File: src/rtl/mdu_pkg.sv
// -----------------------------------------------------------------------------
// mdu_pkg
// Shared definitions for the multiply/divide unit: datapath width, iteration
// counter width, md_op encodings and the FSM state type.
// Optional feature macro: MDU_DIV_EN (enables the divider in mdu).
// -----------------------------------------------------------------------------
package mdu_pkg;

   localparam int DATA_W = 32;
   localparam int CNT_W  = 5;

   // md_op encodings; codes 3'd6 and 3'd7 are no-ops
   localparam logic [2:0] mult_op  = 3'd0;
   localparam logic [2:0] multu_op = 3'd1;
   localparam logic [2:0] div_op   = 3'd2;
   localparam logic [2:0] divu_op  = 3'd3;
   localparam logic [2:0] mthi_op  = 3'd4;
   localparam logic [2:0] mtlo_op  = 3'd5;

   typedef enum logic [2:0] {
      ST_IDLE = 3'd0,
      ST_MUL  = 3'd1,
      ST_DIV  = 3'd2,
      ST_FIX  = 3'd3,
      ST_DONE = 3'd4
   } mdu_state_e;

endpackage

File: src/rtl/mdu_div_step.sv
// -----------------------------------------------------------------------------
// mdu_div_step
// One combinational restoring-division step. The partial remainder is shifted
// left by one, pulling in the next dividend bit from the top of quo; if the
// divisor fits it is subtracted and a 1 is shifted into the quotient,
// otherwise the shifted remainder is kept and a 0 is shifted in.
// Ports:
//   rem     in  DATA_W  current partial remainder
//   quo     in  DATA_W  dividend bits still to consume / quotient built so far
//   dvs     in  DATA_W  divisor (magnitude)
//   rem_nxt out DATA_W  next partial remainder
//   quo_nxt out DATA_W  next quotient/dividend shift register
// Only instantiated when MDU_DIV_EN is defined.
// -----------------------------------------------------------------------------
module mdu_div_step
   import mdu_pkg::*;
(
   input  logic [DATA_W-1:0] rem,
   input  logic [DATA_W-1:0] quo,
   input  logic [DATA_W-1:0] dvs,
   output logic [DATA_W-1:0] rem_nxt,
   output logic [DATA_W-1:0] quo_nxt
);

   logic [DATA_W:0]   rem_sh;
   logic [DATA_W-1:0] diff;
   logic              fits;

   assign rem_sh = {rem, quo[DATA_W-1]};
   assign fits   = (rem_sh >= {1'b0, dvs});
   // When the divisor fits the true difference is below 2**DATA_W, so the
   // truncated subtraction is exact.
   assign diff   = rem_sh[DATA_W-1:0] - dvs;

   always_comb begin
      if (fits) begin
         rem_nxt = diff;
         quo_nxt = {quo[DATA_W-2:0], 1'b1};
      end else begin
         rem_nxt = rem_sh[DATA_W-1:0];
         quo_nxt = {quo[DATA_W-2:0], 1'b0};
      end
   end

endmodule

File: src/rtl/mdu.sv
// -----------------------------------------------------------------------------
// mdu
// Iterative multiply/divide unit with private HI/LO registers. Executes
// mult, multu, div, divu, mthi, mtlo. Multiplies take MUL_LAT busy cycles;
// divides use a 32-cycle radix-2 restoring loop plus a sign fix-up cycle.
// Ports:
//   clk    in   1   rising-edge clock
//   rst_n  in   1   asynchronous reset, active-low
//   start  in   1   request, sampled only in IDLE
//   md_op  in   3   operation code (see mdu_pkg)
//   a      in  32   rs operand (dividend / multiplicand / mthi-mtlo source)
//   b      in  32   rt operand (divisor / multiplier)
//   busy   out  1   operation in flight (registered)
//   done   out  1   one-cycle pulse in the cycle HI/LO show a new result
//   hi     out 32   HI register
//   lo     out 32   LO register
// Parameter MUL_LAT (1..4): busy cycles for mult/multu.
// Macro MDU_DIV_EN: when defined the divider is built; when undefined
// div/divu complete in one cycle and leave HI/LO unchanged.
// -----------------------------------------------------------------------------
module mdu
   import mdu_pkg::*;
#(
   parameter int MUL_LAT = 2
) (
   input  logic              clk,
   input  logic              rst_n,
   input  logic              start,
   input  logic [2:0]        md_op,
   input  logic [DATA_W-1:0] a,
   input  logic [DATA_W-1:0] b,
   output logic              busy,
   output logic              done,
   output logic [DATA_W-1:0] hi,
   output logic [DATA_W-1:0] lo
);

   mdu_state_e        state_q, state_n;
   logic [CNT_W-1:0]  cnt_q, cnt_n;
   logic              busy_q, done_q;
   logic [DATA_W-1:0] hi_q, hi_n;
   logic [DATA_W-1:0] lo_q, lo_n;
   logic              cap_mul;

   // multiplier operands, held stable for the whole MUL phase
   logic [DATA_W-1:0]          op_a_q, op_b_q;
   logic                       op_sgn_q;
   logic signed [2*DATA_W-1:0] mul_a, mul_b, prod;

   // Sign-extend (signed) or zero-extend (unsigned) to 64 bits; the low 64
   // bits of the 64x64 product are then correct for both flavours.
   assign mul_a = {{DATA_W{op_sgn_q & op_a_q[DATA_W-1]}}, op_a_q};
   assign mul_b = {{DATA_W{op_sgn_q & op_b_q[DATA_W-1]}}, op_b_q};
   assign prod  = mul_a * mul_b;

`ifdef MDU_DIV_EN
   logic              cap_div;
   logic              div_sgn;
   logic [DATA_W-1:0] abs_a, abs_b;
   logic [DATA_W-1:0] rem_q, quo_q, dvs_q;
   logic [DATA_W-1:0] rem_nxt, quo_nxt;
   logic              q_neg_q, r_neg_q;

   assign div_sgn = (md_op == div_op);
   // 0x8000_0000 maps to itself, which is its correct unsigned magnitude
   assign abs_a   = (div_sgn && a[DATA_W-1]) ? -a : a;
   assign abs_b   = (div_sgn && b[DATA_W-1]) ? -b : b;

   mdu_div_step u_div_step (
      .rem     (rem_q),
      .quo     (quo_q),
      .dvs     (dvs_q),
      .rem_nxt (rem_nxt),
      .quo_nxt (quo_nxt)
   );
`endif

   // next-state and HI/LO update selection
   always_comb begin
      state_n = state_q;
      cnt_n   = cnt_q;
      hi_n    = hi_q;
      lo_n    = lo_q;
      cap_mul = 1'b0;
`ifdef MDU_DIV_EN
      cap_div = 1'b0;
`endif
      case (state_q)
         ST_IDLE: begin
            if (start) begin
               case (md_op)
                  mult_op, multu_op: begin
                     state_n = ST_MUL;
                     cnt_n   = '0;
                     cap_mul = 1'b1;
                  end
                  div_op, divu_op: begin
`ifdef MDU_DIV_EN
                     if (b == '0) begin
                        state_n = ST_DONE;
                        hi_n    = a;
                        lo_n    = '1;
                     end else begin
                        state_n = ST_DIV;
                        cnt_n   = '0;
                        cap_div = 1'b1;
                     end
`else
                     state_n = ST_DONE;
`endif
                  end
                  mthi_op: hi_n = a;
                  mtlo_op: lo_n = a;
                  default: ;
               endcase
            end
         end
         ST_MUL: begin
            if (cnt_q == CNT_W'(MUL_LAT - 1)) begin
               state_n = ST_DONE;
               cnt_n   = '0;
               hi_n    = prod[2*DATA_W-1:DATA_W];
               lo_n    = prod[DATA_W-1:0];
            end else begin
               cnt_n = cnt_q + 1'b1;
            end
         end
`ifdef MDU_DIV_EN
         ST_DIV: begin
            if (cnt_q == CNT_W'(DATA_W - 1)) begin
               state_n = ST_FIX;
               cnt_n   = '0;
            end else begin
               cnt_n = cnt_q + 1'b1;
            end
         end
         ST_FIX: begin
            state_n = ST_DONE;
            lo_n    = q_neg_q ? -quo_q : quo_q;
            hi_n    = r_neg_q ? -rem_q : rem_q;
         end
`endif
         ST_DONE: state_n = ST_IDLE;
         default: state_n = ST_IDLE;
      endcase
   end

   // control and architectural registers
   always_ff @(posedge clk or negedge rst_n) begin
      if (!rst_n) begin
         state_q <= ST_IDLE;
         cnt_q   <= '0;
         busy_q  <= 1'b0;
         done_q  <= 1'b0;
         hi_q    <= '0;
         lo_q    <= '0;
      end else begin
         state_q <= state_n;
         cnt_q   <= cnt_n;
         busy_q  <= (state_n == ST_MUL) || (state_n == ST_DIV) ||
                    (state_n == ST_FIX);
         done_q  <= (state_n == ST_DONE);
         hi_q    <= hi_n;
         lo_q    <= lo_n;
      end
   end

   // operand capture (data only, no reset needed)
   always_ff @(posedge clk) begin
      if (cap_mul) begin
         op_a_q   <= a;
         op_b_q   <= b;
         op_sgn_q <= (md_op == mult_op);
      end
   end

`ifdef MDU_DIV_EN
   // divider shift registers: loaded on accept, stepped once per DIV cycle
   always_ff @(posedge clk) begin
      if (cap_div) begin
         rem_q   <= '0;
         quo_q   <= abs_a;
         dvs_q   <= abs_b;
         q_neg_q <= div_sgn & (a[DATA_W-1] ^ b[DATA_W-1]);
         r_neg_q <= div_sgn & a[DATA_W-1];
      end else if (state_q == ST_DIV) begin
         rem_q <= rem_nxt;
         quo_q <= quo_nxt;
      end
   end
`endif

   assign busy = busy_q;
   assign done = done_q;
   assign hi   = hi_q;
   assign lo   = lo_q;

endmodule

File: config.mk
export PLATFORM = sky130hd
export DESIGN_NAME = mdu
export DESIGN_NICKNAME = d
export VERILOG_FILES = /design/src/rtl/mdu_pkg.sv /design/src/rtl/mdu_div_step.sv /design/src/rtl/mdu.sv
export SDC_FILE = /design/constraint.sdc
export NUM_CORES = 2
export LEC_CHECK = 0
export CORE_MARGIN = 2
export CORE_UTILIZATION = 30
export CTS_CLUSTER_SIZE = 25
export DETAILED_ROUTE_END_ITERATION = 12
export REMOVE_ABC_BUFFERS = 1
export SETUP_SLACK_MARGIN = 0.15
export SLEW_MARGIN = 20
export SYNTH_ARGS = -nofsm -noshare
export SYNTH_HDL_FRONTEND = slang
export SYNTH_HIERARCHICAL = 1
export SYNTH_SLANG_ARGS = --single-unit
File: constraint.sdc
create_clock -name clk -period 9.8 [get_ports clk]
set_clock_uncertainty 0.1 [all_clocks]
set_input_delay 1.96 -clock clk [delete_from_list [all_inputs] [get_ports clk]]
set_output_delay 1.96 -clock clk [all_outputs]
set_load 0.005 [all_outputs]
Yosys cells after proc, flatten, opt, wreduce, memory -nomap -nowiden
Index checks and enable logic that the tools add are counted.

word-level totals
  register bits = 139
  bits in latches = 0
  RAM bits = 0
  bits in read-only memories = 0
  input port bits = 70
  output and inout bits = 66
  memories = 0

operators by class
  add/sub/neg operators = 1
  multipliers = 1
  div/mod/pow operators = 0
  magnitude comparators = 0
  equal/unequal tests = 16
  shifts and indexed selects = 0
  muxes and demuxes = 19
  bitwise gates (word level) = 2
  reductions and logical operators = 10

operator list
  cell                 number
  $mux 32              6
  $pmux 32 s2          2
  $mul 33x33->64       1
  $mux 5               3
  $eq 3x2->1 const B   4
  $pmux 3 s2           2
  $pmux 5 s2           1
  $eq 3x1->1 const B   3
  $eq 3x3->1 const B   3
  $reduce_and 4->1     2
  $logic_not 3->1      2
  $mux 3               2
  $ne 2x1->1 const B   3
  $add 5x1->5 const B  1
  $eq 5x1->1 const B   1
  $ne 2x2->1 const B   2
  $reduce_or 2->1      2
  $mux 1               3
  $reduce_and 3->1     1
  $and 1x1->1          2
  $logic_or 1x1->1     2
  $reduce_bool 2->1    1

Depth between registers and ports, before layout
  depth after elaboration = 8
  gate-level depth with buffers = 30
  gate-level depth less buffers = 28

Worst setup path before layout
No wires, ideal clock.

  path kind = register to register
  start = register op_a_q[31]
  end = register hi_q[28] (netlist: hi[28])
  setup time = 128 ps
  arrival time = 7734 ps
  required time = 9572 ps
  path slack = 1838 ps
  stages on the path, launching flop included = 29
  clock period less this slack = 7962 ps
  cell sequence = edfxtp_1 and2_1 clkbuf_1 nand2_1 inv_1 fa_1 inv_1 fa_1 inv_1 fa_1 fa_1 inv_1 fa_1 inv_1 fa_1 inv_1 fa_1 fa_1 inv_1 ha_1 clkbuf_1 and3_1 nand4_1 or3_1 o21a_2 o22ai_2 o22ai_1 mux2i_1 nand3_1

between the ends
  longest elaborated chain between the ends = 4

ends and longest elaborated chain
  item                    line        source
  start, declared         mdu.sv:46   logic [DATA_W-1:0] op_a_q, op_b_q;
  start signal, assigned  mdu.sv:171  op_a_q <= a;
  $and 1x1->1             mdu.sv:52   assign mul_a = {{DATA_W{op_sgn_q & op_a_q[DATA_W-1]}}, op_a_q};
  $mul 33x33->64 (*)      mdu.sv:54   assign prod = mul_a * mul_b;
  $mux 32 (*)             mdu.sv:119  if (cnt_q == CNT_W'(MUL_LAT - 1)) begin
  $pmux 32 s2 (*)         mdu.sv:88   case (state_q)
  end signal, assigned    mdu.sv:163  hi_q <= hi_n;
  end, declared           mdu.sv:41   logic [DATA_W-1:0] hi_q, hi_n;

Mark *: on every way between the ends. The rest lies on a longest branch, timed or not. The select of a mux whose other input is x is not followed.
A chain may end at the register's enable or synchronous reset.

Worst setup path in the final report
  start = register op_a_q[9]
  end = register hi_q[29] (netlist: hi[29])

between the ends
  longest elaborated chain between the ends = 3

ends and longest elaborated chain
  item            line
  $mul 33x33->64  mdu.sv:54
  $mux 32         mdu.sv:119
  $pmux 32 s2     mdu.sv:88

No other way between the ends. The select of a mux whose other input is x is not followed.

==> run metrics <==
status=finished, final reports clean; #FFs+latches synth=roughly 140; H-tree level count=4; Yosys cell types=79; final wirelength=around 130000 microns; 1st-pass router iterations=5; Final setup viols=0; grt total ovfl=0; Die W=between 300 and 400 microns; setup TNS=0 ns; first-pass GRT wire length=roughly 210000 microns; Final Hold Fails=0; Gate Count Post-Synth=4619; Post-Place Cells=roughly 6.5k; fraction of registers with async set/reset=between 50 and 60%; Worst Setup Start Kind=flop; core area=approximately 140000 sq um; Finished Cell Area=between 40000 and 50000 sq um; Area after DPL=around 47000 sq um; number of flops mapped to enable cells by yosys=between 60 and 70; Post-CTS Setup Inserts=0; GR Util All Layers=between 10% and 20%; largest cells by area after synthesis=fa_1 (52%), inv_1 (9.8%), nand2_1 (6.9%), ha_1 (6.2%), and2_1 (5.1%); hold buffers post-CTS=0; Clock Sinks=about 140; Worst Path Max Fanout=16; nets@finish=~6k; DIE AREA=148000 sq um; Worst EP required=10.11 ns; Commonest cells post-synth=inv_1 (1131), fa_1 (1125), nand2_1 (797); area grow syn2layout=9.77%; clock latency on the worst-skew pair=0.51 ns; Max transition margin=around a quarter; hold slack=approximately 0.38 ns; Bufs on Longest Clock Path=2; GR met2 Demand/Resource=a little under a third; Final Cycle Share=around nine tenths; area of the mapped netlist=between 40000 and 50000 sq um; vias in the first global route=roughly 35k; detailed-route via count=about 31k; Slowest cell on crit path=edfxtp_1; IO Pins=between 100 and 150; Die H=approximately 380 microns; Most common cell on crit path=fa_1; delay of the slowest critical-path stage=around 1.1 ns; CP Class=flop to flop; post-CTS sizing=0; Crit path max-delay family=adder cells; Max Cap Viol=0; top_reg_cell synth=dfrtp_1; gpl congestion=0.924; Post-DRT Antenna Nets=0; Worst Path Arrival=9.32 ns; layout cells sized above 1=~4.0%; Worst-Margin Slew=1.11 ns; crit path buf inv count=8; Port Buffers=around 140; most common cell in the netlist=inv_1; Post-Layout Cell Count=6553; Initial Util=slightly above 30%; Rows=between 100 and 150; Max Fclk=between 0.1 and 0.15 GHz; RSZ-0062 raised after global routing=false; CTS Buf Count=17; crit path time final=approximately 9 ns; post-synth top area cell=fa_1; Yosys warning count=6; clk slew on worst S/H paths=approximately 0.07 ns; syn avg cell area=~9.4 sq um; TritonCTS clock tree=yes; Synth top area share=around 52%; DRC=0; Worst Hold Class=flop to flop; met3 Use GR=just over 4%; Routed WL per cell=20.0 microns; largest net degree at the start of global routing=between 50 and 60; grt peak-use layer=met2; Slew Viols, Final=0; CP endpoint kind=flop; initial antenna violation count=9; Via-to-Cell Ratio=approximately 4.8; Seq/Total Area, Yosys=between 8 and 9%; M1 GR Usage=roughly 24%; CTS root buffer=clkbuf_16; hpwl dp=~110000 microns; Iteration-0 DRC Markers=2201
## cell usage in the layout, fill, tap and decap left out, drive strengths merged, types with 13 or more instances in the layout
master and instances:
inv 1141, fa 1125, nand2 797, and2 351, ha 214, clkdlybuf4s50 134, buf 108, a21oi 100
nor2 85, o21ai 85, dfrtp 74, edfxtp 65, xnor2 50, and3 32, a21o 27, xor2 21
nor3 19, clkbuf 18, nand4 17, nand3 16, a31oi 15, nand2b 13
## sequential cells by signal, summed over array words and instances, names as in the netlist
name / cells
hi: 32
lo: 32
op_a_q: 32
op_b_q: 32
cnt_q: 5
state_q: 3
busy: 1
done: 1
op_sgn_q: 1
## final cells by class
type / instances / area, sq um
sequential: 139 / 3800
multi-input combinational: 3102 / 34400
inverter: 1131 / 4250
clock buffer: 18 / 439
antenna: 4 / 10.0
tap: 1903 / 2380
fill: 14700 / 95900
clock inverter: 14 / 145
timing repair buffer: 242 / 2180
## worst min-delay path, delay by kind of cell (launching register included)
family	cells	cell delay (ns)
DFF	1	0.34
AOI/OAI and AO/OA	1	0.06
and+or+nand+nor	1	0.05
## stage by stage
stage               util, %  setup WS [ns]
floorplan                 -           1.43
CTS                    33.1          0.899
global placement       32.7          0.998
detailed placement     32.7          0.941
finish                 33.2          0.788
global route           33.2          0.499
## cells by family after synthesis
group / synth area share, %
AOI/OAI and AO/OA: 4.73
DFF: 8.77
other: 0.00865
and+or+nand+nor: 14.6
adders and majority gates: 58.1
muxes: 0.407
xor gates and xnor gates: 1.43
buffers and inverters: 12.0
## layer usage
| layer | wire length (microns) | part of all wire, % | vias up |
|---|---|---|---|
| li1 | - | - | 13400 |
| met1 | 53200 | 41 | 16600 |
| met2 | 62700 | 48 | 1193 |
| met3 | 10900 | 8.3 | 191 |
| met4 | 4420 | 3.4 | 2 |
| met5 | 13 | 0.0099 | - |
## final timing paths
check,slack [ns],end,from,depth (start not counted)
min,0.38,lo[28]$_DFFE_PN0P_,lo[28]$_DFFE_PN0P_,2
max,0.79,hi[29]$_DFFE_PN0P_,op_a_q[9]$_DFFE_PP_,27
min in group asynchronous,1.25,hi[11]$_DFFE_PN0P_,rst_n,1
max reg2reg,0.79,hi[29]$_DFFE_PN0P_,op_a_q[9]$_DFFE_PP_,27
max in group asynchronous,7.14,lo[0]$_DFFE_PN0P_,rst_n,2
min reg2reg,0.38,lo[28]$_DFFE_PN0P_,lo[28]$_DFFE_PN0P_,2
Power is not shown: default switching activity piles up to over one toggle a cycle in this logic, so the estimate is an artifact.
